<file path="src/rtl/ctrl_pkg.sv">
// rtl/ctrl_pkg.sv - shared state, ALU and mux-select encodings for the multicycle controller
package ctrl_pkg;

  typedef enum logic [3:0] {
    S_FETCH  = 4'd0,
    S_DECODE = 4'd1,
    S_MEMADR = 4'd2,
    S_MEMRD  = 4'd3,
    S_MEMWB  = 4'd4,
    S_MEMWR  = 4'd5,
    S_EXECR  = 4'd6,
    S_EXECI  = 4'd7,
    S_ALUWB  = 4'd8,
    S_BRANCH = 4'd9,
    S_HALT   = 4'd10
  } state_t;

  localparam logic [3:0] ALU_ADD = 4'b0000;
  localparam logic [3:0] ALU_SUB = 4'b0001;
  localparam logic [3:0] ALU_AND = 4'b0010;
  localparam logic [3:0] ALU_ORR = 4'b0011;
  localparam logic [3:0] ALU_XOR = 4'b0100;

  localparam logic [1:0] SRCB_REG  = 2'b00;
  localparam logic [1:0] SRCB_IMM  = 2'b01;
  localparam logic [1:0] SRCB_FOUR = 2'b10;

  localparam logic [1:0] RES_ALUOUT = 2'b00;
  localparam logic [1:0] RES_MEM    = 2'b01;
  localparam logic [1:0] RES_ALU    = 2'b10;

endpackage

</file>
<file path="src/rtl/alu_dec.sv">
// rtl/alu_dec.sv - combinational data-processing decode: ALU operation, flag write enables, bad-opcode flag
module alu_dec
  import ctrl_pkg::*;
(
  input  logic [4:0] funct,
  input  logic       cond_ex,
  output logic [3:0] alu_control,
  output logic [1:0] flag_w,
  output logic       bad_op
);

  logic arith;

  always_comb begin
    alu_control = ALU_ADD;
    bad_op      = 1'b0;
    arith       = 1'b0;
    case (funct[4:1])
      4'b0100: begin alu_control = ALU_ADD; arith = 1'b1; end
      4'b0010: begin alu_control = ALU_SUB; arith = 1'b1; end
      4'b0000: alu_control = ALU_AND;
      4'b1100: alu_control = ALU_ORR;
      4'b0001: alu_control = ALU_XOR;
      default: bad_op = 1'b1;
    endcase
    // C/V only make sense for arithmetic; an unknown code never writes them
    flag_w = cond_ex ? {funct[0], funct[0] & arith} : 2'b00;
  end

endmodule

</file>
<file path="src/rtl/multicycle_ctrl.sv">
// rtl/multicycle_ctrl.sv - multicycle processor control FSM with memory-ready handshaking and sticky illegal flag
module multicycle_ctrl
  import ctrl_pkg::*;
(
  input  logic       clk,
  input  logic       rst_n,
  input  logic [1:0] Op,
  input  logic [5:0] Funct,
  input  logic [3:0] Rd,
  input  logic       CondEx,
  input  logic       mem_ready,
  output logic       IRWrite,
  output logic       AdrSrc,
  output logic       ALUSrcA,
  output logic [1:0] ALUSrcB,
  output logic [1:0] ResultSrc,
  output logic [3:0] ALUControl,
  output logic [1:0] FlagW,
  output logic       PCWrite,
  output logic       RegWrite,
  output logic       MemWrite,
  output logic       illegal,
  output logic [3:0] state_o
);

  state_t     state, state_next;
  logic [3:0] dec_alu;
  logic [1:0] dec_flag;
  logic       dec_bad;
  logic       is_exec;
  logic       ir_write, pc_write, reg_write, mem_write;
  logic [1:0] flag_write;

  alu_dec u_alu_dec (
    .funct       (Funct[4:0]),
    .cond_ex     (CondEx),
    .alu_control (dec_alu),
    .flag_w      (dec_flag),
    .bad_op      (dec_bad)
  );

  assign is_exec = (state == S_EXECR) || (state == S_EXECI);

  always_ff @(posedge clk) begin
    if (!rst_n) begin
      state   <= S_FETCH;
      illegal <= 1'b0;
    end else begin
      state <= state_next;
      // set on the edge into HALT so the flag is already visible while halted
      if ((state_next == S_HALT) || (is_exec && dec_bad))
        illegal <= 1'b1;
    end
  end

  always_comb begin
    state_next = state;
    AdrSrc     = 1'b0;
    ALUSrcA    = 1'b0;
    ALUSrcB    = SRCB_REG;
    ResultSrc  = RES_ALUOUT;
    ALUControl = ALU_ADD;
    flag_write = 2'b00;
    ir_write   = 1'b0;
    pc_write   = 1'b0;
    reg_write  = 1'b0;
    mem_write  = 1'b0;
    case (state)
      S_FETCH: begin
        ALUSrcA   = 1'b1;
        ALUSrcB   = SRCB_FOUR;
        ResultSrc = RES_ALU;
        if (mem_ready) begin
          ir_write   = 1'b1;
          pc_write   = 1'b1;
          state_next = S_DECODE;
        end
      end
      S_DECODE: begin
        ALUSrcA   = 1'b1;
        ALUSrcB   = SRCB_FOUR;
        ResultSrc = RES_ALU;
        case (Op)
          2'b00:   state_next = Funct[5] ? S_EXECI : S_EXECR;
          2'b01:   state_next = S_MEMADR;
          2'b10:   state_next = S_BRANCH;
          default: state_next = S_HALT;
        endcase
      end
      S_MEMADR: begin
        ALUSrcB    = SRCB_IMM;
        state_next = Funct[0] ? S_MEMRD : S_MEMWR;
      end
      S_MEMRD: begin
        AdrSrc = 1'b1;
        if (mem_ready) state_next = S_MEMWB;
      end
      S_MEMWB: begin
        ResultSrc  = RES_MEM;
        reg_write  = CondEx;
        state_next = S_FETCH;
      end
      S_MEMWR: begin
        AdrSrc    = 1'b1;
        mem_write = CondEx;
        if (mem_ready) state_next = S_FETCH;
      end
      S_EXECR, S_EXECI: begin
        ALUSrcB    = (state == S_EXECI) ? SRCB_IMM : SRCB_REG;
        ALUControl = dec_alu;
        flag_write = dec_flag;
        state_next = S_ALUWB;
      end
      S_ALUWB: begin
        ResultSrc = RES_ALUOUT;
        // a write to R15 is a jump, not a register-file write
        if (Rd == 4'hF) pc_write  = CondEx;
        else            reg_write = CondEx;
        state_next = S_FETCH;
      end
      S_BRANCH: begin
        ALUSrcB    = SRCB_IMM;
        ResultSrc  = RES_ALU;
        pc_write   = CondEx;
        state_next = S_FETCH;
      end
      S_HALT:  state_next = S_HALT;
      default: state_next = S_FETCH;
    endcase
  end

  assign IRWrite  = ir_write  & rst_n;
  assign PCWrite  = pc_write  & rst_n;
  assign RegWrite = reg_write & rst_n;
  assign MemWrite = mem_write & rst_n;
  assign FlagW    = flag_write & {2{rst_n}};
  assign state_o  = state;

endmodule

</file>
<file path="config.mk">
export PLATFORM = sky130hd
export DESIGN_NAME = multicycle_ctrl
export DESIGN_NICKNAME = d
export VERILOG_FILES = /design/src/rtl/ctrl_pkg.sv /design/src/rtl/alu_dec.sv /design/src/rtl/multicycle_ctrl.sv
export SDC_FILE = /design/constraint.sdc
export NUM_CORES = 1
export LEC_CHECK = 0
export CORE_MARGIN = 8
export CORE_UTILIZATION = 33
export DETAILED_ROUTE_END_ITERATION = 12
export PLACE_DENSITY = 0.82
export SLEW_MARGIN = 20
export SYNTH_ARGS = -nofsm -noshare
export SYNTH_HDL_FRONTEND = slang
export SYNTH_SLANG_ARGS = --single-unit
</file>
<file path="constraint.sdc">
create_clock -name clk -period 1.58 [get_ports clk]
set_input_delay 0.474 -clock clk [delete_from_list [all_inputs] [get_ports clk]]
set_output_delay 0.474 -clock clk [all_outputs]
set_load 0.1 [all_outputs]
</file>
==> flow_summary.yaml, run 1 <==
clock_network:
  htree_levels: 1
  hold_buffers: 0
  numCtsBuffers: 3
  post_cts_resized: 60
  cts_buffer_depth: 2
  cts_root_buf: "clkbuf_4"
  post-cts-setup-buffers: 16
  cts.sinks: 5
placement:
  io_buffer_count: 35
  dp_cells: 165
  hpwl_um: 2710
  place_congestion: 0.891
floorplan:
  io_pins: 37
  die_w_um: 59.2
  die_h_um: 59.2
  rows: 15
  start_util_pct: 35.3
status:
  tool.error: "[ERROR DPL-0038] Utilization greater than 100%, impossible to legalize"
  haltStage: "clock tree synthesis"
  status: "aborted with a tool error"
synthesis:
  synthXorXnorAreaFrac_pct: 5.69
  synth_top_family_by_area: "simple AND/OR/NAND/NOR gates"
  yosys_warnings: 0
  synthesis.nets: 99
  synth_edf_count: 0
  synthTopCellsByArea: "dfxtp_1 (16%), nand2b_1 (5.1%), nor3_1 (4.9%)"
  synth_seq_cells: 5
  netlist.area_leader.share_pct: 16.3
  ys_types: 40
  yosysMostFrequentCell: "nor2_1"
  synthAdderAreaFrac_pct: 0
  post-synth-top-area-cell: "dfxtp_1"
  synth_common_cells: "nor2_1 (8), nor3_1 (6), dfxtp_1 (5), nand2b_1 (5)"
  synth_flop_cell: "dfxtp_1"
  synth_area_sq_um: 616
  ys_seq_area_share_pct: 16.3
  syn_area_per_cell_sq_um: 7.42
  synth-compound-area-share_pct: 20.9
  async_flop_share_pct: 0
  synthMuxAreaShare_pct: 0
  synthSimpleGateAreaFrac_pct: 45.5
  syn_inst: 83
[logic make-up after synthesis]
logic type	Yosys count
AO/OA/AOI/OAI	18
flip-flops	5
AND/OR/NAND/NOR	44
XOR/XNOR	4
other	1
buffers and inverters	11
[per-stage QoR]
| step | cell area [sq um] | setup WS [ns] |
|---|---|---|
| 3_3_place_gp | 1490 | -0.614 |
| 3_5_place_dp | 1490 | -0.666 |
| 2_1_floorplan | 743 | -1.59 |
==> inputs of run 2 (changes only) <==
Settings changed: CORE_AREA set to 8 8 69 71, CORE_MARGIN 8 to not set, CORE_UTILIZATION 33 to not set, DIE_AREA set to 0 0 77 79, PLACE_DENSITY 0.82 to not set, PLACE_DENSITY_LB_ADDON set to 0.15.
Clock period 1.58 ns to 2.1 ns, I/O delays scaled along.
==> flow_summary.yaml, run 2 <==
critical_path:
  cp.required_ns: 1.47
  arrival_ns: 1.53
  r2r-start: "state_o[3]$_SDFF_PN0_"
  cp_max_fo: 5
  startpoint_type: "flip-flop"
  criticalPathCategory: "reg -> out"
  end_kind: "output pin"
  startpoint: "state_o[3]$_SDFF_PN0_"
global_routing:
  grt_max_degree: 19
  grt_pass1_wl_um: 4330
  gr-total-overflow: 0
  antenna_found_initial: 0
  track_usage_pct: 8.73
  grt_pass1_vias: 889
clock_network:
  clkTransAtPathRegs_ns: 0.04
  clock_latency_ns: 0.22
  htree_levels: 1
  numCtsBuffers: 3
  cts_buffer_depth: 2
  cts_tree: "built"
  cts_root_buf: "clkbuf_8"
  cts.sinks: 5
  hold_buffers: 0
synthesis:
  async_flop_share_pct: 0
  synth_seq_cells: 5
  yosysMostFrequentCell: "nor2_1"
  synth_common_cells: "nor2_1 (8), nor3_1 (6), dfxtp_1 (5), nand2b_1 (5)"
  ys_types: 40
  synthesis.nets: 99
  synth_area_sq_um: 616
  synthTopCellsByArea: "dfxtp_1 (16%), nand2b_1 (5.1%), nor3_1 (4.9%)"
  post-synth-top-area-cell: "dfxtp_1"
  syn_inst: 83
  netlist.area_leader.share_pct: 16.3
  synth_flop_cell: "dfxtp_1"
  syn_area_per_cell_sq_um: 7.42
  yosys_warnings: 0
  ys_seq_area_share_pct: 16.3
  synth_edf_count: 0
cells_and_area:
  final_nets: 158
  fin_area_sq_um: 1630
  area_growth_pct: 164
  largest_register_ffs: 4
  layout-drive-gt1-share_pct: 68.1
  final_common_cell: "buf_4"
  postLayoutCoreUtil_pct: 42.8
  layout.cells.most_common_list: "buf_4 (22), buf_12 (20), buf_6 (8)"
  antenna_cells: 0
worst_hold_path:
  hold_path_startpoint: "illegal$_SDFFE_PN0P_"
  worstHoldPathType: "reg -> reg"
drt:
  ant_nets: 0
  vias: 820
  routed_wirelength_um: 2620
  viasPerCell: 4.29
  drt_iter0_drc: 25
  dr.pass1.iters: 4
  routedWlPerCell_um: 13.7
  drc: 0
sta:
  hold_ws_ns: 0.545
  hold_viol: 0
  final_max_slew_viol_count: 0
  setup_violations: 4
  min_period_ns: 2.16
  fmax_mhz: 462
  fin_crit_sh_pct: 103
  rsz0062_at_grt: "yes"
  skew_ns: 0.00306
  setup_slack_ns: -0.0635
placement:
  place_area_sq_um: 1430
  hpwl_um: 2070
  place_congestion: 0.737
  io_buffer_count: 35
floorplan:
  die_h_um: 79
  io_pins: 37
  rows: 23
  start_util_pct: 16.2
  die_w_um: 77
  die_area_sq_um: 6080
  core_area_sq_um: 3800
pwr:
  power.density_nw_per_um2: 489
  leakage_nw: 0.617
  peakVddDrop_v: 0.000335
  p_total_mw: 0.795
status:
  violations: "negative setup slack"
  status: "complete, but fails checks"
job:
  drv_cap: 0
run 2: report_power, final:
group	total (mW)	switching (mW)	internal, mW	leakage, nW
logic	0.496	0.303	0.193	0.551
clock network	0.179	0.0488	0.130	0.0228
registers	0.120	0.0185	0.101	0.0437
total	0.795	0.370	0.425	0.617
run 2: repair_timing:
| item | in CTS | in global routing |
|---|---|---|
| pin swaps | 11 | 12 |
| setup buffers | 9 | 2 |
| gates resized for setup | 53 | 20 |
| endpoints found under the setup margin | 9 | 13 |
| hold endpoints to repair | 0 | 0 |
run 2: area by class of cell:
cell class | instances | area [sq um]
multi-input cells | 67 | 656
fillers | 392 | 2170
flip-flops and latches | 5 | 115
repair buffers | 62 | 736
inverters | 3 | 11.3
clock buffers | 4 | 45.0
well taps | 50 | 62.6
run 2: logic make-up after synthesis:
logic type             count (synthesis)  share of synthesized area [%]
AND/OR/NAND/NOR                       44                           45.5
AO/OA/AOI/OAI                         18                           20.9
buffers and inverters                 11                           11.0
flip-flops                             5                           16.3
XOR/XNOR                               4                           5.69
other                                  1                          0.609
run 2: per-layer routing:
| layer | global-route usage [%] | share of wire (%) |
|---|---|---|
| met1 | 9.91 | 41 |
| met2 | 16.0 | 54 |
| met3 | 3.16 | 5.3 |
| met4 | 0.566 | 0 |
| met5 | 0 | 0 |
run 2: final timing paths:
check	end	slack, ns	depth (start not counted)
worst max-delay path	FlagW[0]	-0.06	5
worst min-delay path	illegal$_SDFFE_PN0P_	0.55	1
worst max register to register	illegal$_SDFFE_PN0P_	0.49	7
worst min register to register	illegal$_SDFFE_PN0P_	0.55	1
run 2: stage by stage:
stage,setup TNS (ns),instances,setup WS [ns]
after floorplan,-8.94,83,-1.23
after global placement,-3.50,177,-0.465
after detailed placement,-3.67,177,-0.504
after CTS,-0.418,190,-0.125
after global routing,-0.438,191,-0.142
final,-0.123,191,-0.0635
run 2: critical path, cell delays in order, from the launching register on:
cell and delay, ns:
dfxtp_4 0.33, nand2b_4 0.13, or2_4 0.27, nor2_4 0.10, nor4b_4 0.26, buf_12 0.22
No activity file was read; power rests on OpenSTA's default activity.
==> inputs of run 3 (changes only) <==
Settings changed: DONT_BUFFER_PORTS set to 1, MAX_ROUTING_LAYER set to met4.
==> flow_summary.yaml, run 3 (same netlist as run 2, synthesis figures left out) <==
status:
  status: "complete, but fails checks"
  violations: "negative setup slack"
pwr:
  power.density_nw_per_um2: 562
  power.share.combinational_pct: 58.4
  pwr-share-clk_pct: 25.2
  peakVddDrop_v: 0.000372
  leakage_nw: 0.429
  p_sw_mw: 0.331
  p_int_mw: 0.361
  power_frac_seq_pct: 16.4
  p_total_mw: 0.692
  p_sw_share_pct: 47.8
sta:
  skew_ns: 0.00134
  tns_ns: -0.0920
  fin_crit_sh_pct: 102
  hold_ws_ns: 0.533
  final_max_slew_viol_count: 0
  setup_violations: 3
  fmax_mhz: 467
  rsz0062_at_grt: "yes"
  setup_slack_ns: -0.0404
  hold_viol: 0
  min_period_ns: 2.14
floorplan:
  die_h_um: 79
  start_util_pct: 16.2
  io_pins: 37
  die_area_sq_um: 6080
  core_area_sq_um: 3800
  rows: 23
  die_w_um: 77
cells_and_area:
  antenna_cells: 0
  layout.cells.most_common_list: "buf_4 (16), buf_12 (10), nor2_1 (6)"
  final_common_cell: "buf_4"
  largest_register_ffs: 4
  area_growth_pct: 100
  layout.cells.non_filler: 159
  final_nets: 126
  layout-drive-gt1-share_pct: 56.0
global_routing:
  gr-total-overflow: 0
  grt_pass1_vias: 722
  grt_max_degree: 19
  grt_pass1_wl_um: 3770
  antenna_found_initial: 0
  track_usage_pct: 7.85
drt:
  drc: 0
  vias: 717
  routedWlPerCell_um: 14.4
  routed_wirelength_um: 2300
  dr.pass1.iters: 4
  drt_iter0_drc: 17
  ant_nets: 0
  viasPerCell: 4.51
critical_path:
  reg2reg_depth: 6
  end_kind: "output pin"
  r2r-start: "state_o[3]$_SDFF_PN0_"
  cp_max_fo: 4
  reg2reg_to: "illegal$_SDFFE_PN0P_"
  startpoint_type: "flip-flop"
  arrival_ns: 1.51
  criticalPathCategory: "reg -> out"
  r2r_slack_ns: 0.53
  cp.required_ns: 1.47
worst_hold_path:
  whs_path_depth: 1
  holdPathEnd: "state_o[3]$_SDFF_PN0_"
  hold_path_startpoint: "rst_n"
  worstHoldPathType: "in -> reg"
clock_network:
  cts_tree: "built"
  cts_root_buf: "clkbuf_8"
  cts.sinks: 5
  numCtsBuffers: 3
  clkTransAtPathRegs_ns: 0.03
  htree_levels: 1
  clock_latency_ns: 0.22
  cts_buffer_depth: 2
placement:
  io_buffer_count: 0
  dp_cells: 150
  post-place-ws_ns: 0.0420
  hpwl_um: 1870
  place_congestion: 0.783
job:
  drv_cap: 0
==> run 3: stage by stage <==
stage / cell area, sq um / util, %
2_1_floorplan: 743 / -
3_3_place_gp: 1110 / 29.3
3_5_place_dp: 1110 / 29.3
4_1_cts: 1210 / 31.9
5_1_grt: 1230 / 32.4
6_report: 1230 / 32.4
==> run 3: routing by layer <==
metal	vias to the layer above	wire length (um)	share of wire, %	track usage, %
li1	349	-	-	-
met1	343	864	38	8.34
met2	25	1260	55	13.5
met3	0	175	7.6	3.84
met4	0	0	0	0.566
met5	-	0	0	-
==> run 3: power groups by stage <==
stage | sequential [mW] | clock, mW | combinational (mW)
2_1_floorplan | 0.156 | 0 | 0.255
3_3_place_gp | 0.118 | 0 | 0.387
3_5_place_dp | 0.118 | 0 | 0.390
4_1_cts | 0.113 | 0.179 | 0.403
5_1_grt | 0.115 | 0.188 | 0.421
6_report | 0.113 | 0.175 | 0.404
==> run 3: area by class of cell <==
type | instances | area (sq um)
Fill cell | 416 | 2570
Multi-Input combinational cell | 67 | 614
Timing Repair Buffer | 30 | 382
Sequential cell | 5 | 115
Tap cell | 50 | 62.6
Clock buffer | 4 | 45.0
Inverter | 3 | 13.8
==> run 3: critical path, cell delays in order, from the launching register on <==
cell and delay, ns:
dfxtp_4 0.33, nand2b_4 0.13, or2_4 0.27, nor2_4 0.10, nor4b_4 0.25, buf_12 0.21
==> run 3: worst max path at each step <==
| stage | startpoint | to | cells past startpoint |
|---|---|---|---|
| finish | state_o[3]$_SDFF_PN0_ | FlagW[0] | 5 |
| global route | state_o[3]$_SDFF_PN0_ | FlagW[0] | 5 |
| CTS | state_o[3]$_SDFF_PN0_ | FlagW[0] | 5 |
| detailed placement | Rd[2] | PCWrite | 4 |
| global placement | Rd[2] | PCWrite | 4 |
| floorplan | state_o[3]$_SDFF_PN0_ | FlagW[0] | 5 |
==> run 3: timing repair <==
action	CTS	global route
hold buffers	0	0
setup endpoints to repair	6	6
buffers inserted	5	0
resized for setup	5	4
pin swaps	5	6
==> inputs of run 4 (changes only) <==
--- a/config.mk
+++ b/config.mk
@@ -11,3 +11,2 @@
 export DONT_BUFFER_PORTS = 1
-export MAX_ROUTING_LAYER = met4
 export PLACE_DENSITY_LB_ADDON = 0.15
--- a/constraint.sdc
+++ b/constraint.sdc
@@ -3,2 +3,2 @@
 set_output_delay 0.63 -clock clk [all_outputs]
-set_load 0.1 [all_outputs]
+set_load 0.05 [all_outputs]
==> flow_summary.yaml, run 4 (same netlist as run 2, synthesis figures left out) <==
status:
  status: "complete, no violations"
sta:
  tns_ns: 0
  hold_viol: 0
  hold_ws_ns: 0.526
  setup_slack_ns: 0.0100
  worst_pin_slew_ns: 0.521
  relSlewSlack_pct: 65.2
  fmax_mhz: 478
  skew_ns: 0.00365
  fin_crit_sh_pct: 99.5
  final_max_slew_viol_count: 0
  rsz0062_at_grt: "yes"
  min_period_ns: 2.09
  setup_violations: 0
clock_network:
  htree_levels: 1
  cts_buffer_depth: 2
  cts_root_buf: "clkbuf_8"
  cts.sinks: 5
  clock_latency_ns: 0.22
  cts_tree: "built"
  numCtsBuffers: 3
  clkTransAtPathRegs_ns: 0.04
placement:
  place_area_sq_um: 918
  io_buffer_count: 0
  post-place-ws_ns: 0.0982
  place_congestion: 0.772
  dp_cells: 144
  hpwl_um: 1770
cells_and_area:
  layout.cells.non_filler: 160
  largest_register_ffs: 4
  layout.cells.most_common_list: "buf_4 (23), nor2_1 (6), buf_12 (5)"
  layout-drive-gt1-share_pct: 53.6
  seqCellArea_sq_um: 113
  final_nets: 127
  postLayoutCoreUtil_pct: 29.2
  final_common_cell: "buf_4"
  antenna_cells: 0
  fin_area_sq_um: 1110
  area_growth_pct: 79.9
  multiInputGateArea_sq_um: 569
  nFillCells: 422
floorplan:
  start_util_pct: 16.2
  io_pins: 37
  die_h_um: 79
  core_area_sq_um: 3800
  rows: 23
  die_w_um: 77
  die_area_sq_um: 6080
worst_hold_path:
  worstHoldPathType: "in -> reg"
critical_path:
  criticalPathCategory: "reg -> out"
  arrival_ns: 1.46
  startpoint_type: "flip-flop"
  end_kind: "output pin"
  cp.required_ns: 1.47
  cp_max_fo: 5
  r2r_slack_ns: 0.53
pwr:
  leakage_nw: 0.388
  p_total_mw: 0.562
  peakVddDrop_v: 0.000145
  power.density_nw_per_um2: 507
drt:
  routed_wirelength_um: 2200
  routedWlPerCell_um: 13.7
  vias: 695
  drt_iter0_drc: 19
  drc: 0
  ant_nets: 0
  viasPerCell: 4.34
  dr.pass1.iters: 4
global_routing:
  grt_pass1_vias: 739
  grt_max_degree: 15
  grt_pass1_wl_um: 3650
  gr-total-overflow: 0
  antenna_found_initial: 0
  track_usage_pct: 7.53
job:
  drv_cap: 0
==> run 4: cell count changes in the layout (fill, tap and decap cells not counted), sizes merged <==
cell  delta
buf      +1
==> run 4: path summary, 6_finish.rpt <==
kind,to,cells past startpoint,start
max,FlagW[0],5,state_o[3]$_SDFF_PN0_
min,state_o[3]$_SDFF_PN0_,1,rst_n
max reg2reg,illegal$_SDFFE_PN0P_,6,state_o[3]$_SDFF_PN0_
min reg2reg,state_o[1]$_SDFF_PN0_,2,state_o[2]$_SDFF_PN0_
==> run 4: cell type report <==
| class | instances | share of cell area [%] |
|---|---|---|
| Multi-Input combinational cell | 67 | 51.4 |
| Tap cell | 50 | 5.65 |
| Timing Repair Buffer | 31 | 27.7 |
| Sequential cell | 5 | 10.2 |
| Clock buffer | 4 | 4.07 |
| Inverter | 3 | 1.02 |
==> run 4: routing by layer <==
metal	share of wire [%]	track usage [%]	wire, um
met1	38	7.54	838
met2	47	11.2	1030
met3	12	4.97	269
met4	2.5	5.28	55
met5	0	0	0
==> run 4: power breakdown <==
| part | leakage, nW | total, mW | switching [mW] | internal [mW] |
|---|---|---|---|---|
| Clock | 0.0228 | 0.182 | 0.0511 | 0.131 |
| Sequential | 0.0434 | 0.118 | 0.0164 | 0.102 |
| Combinational | 0.322 | 0.262 | 0.163 | 0.0989 |
==> run 4: critical path: stages, from the launching register on <==
cell	delay, ns
dfxtp_4	0.33
nand2b_4	0.13
or2_4	0.26
nor2_4	0.09
nor4b_4	0.25
buf_12	0.18
==> run 4: repair_timing <==
item                       in CTS  in global routing
gates resized for setup         3                 10
pin swaps                       2                  6
buffers inserted                9                  3
cloned                          0                  0
hold buffers                    0                  0
setup endpoints to repair       6                  7
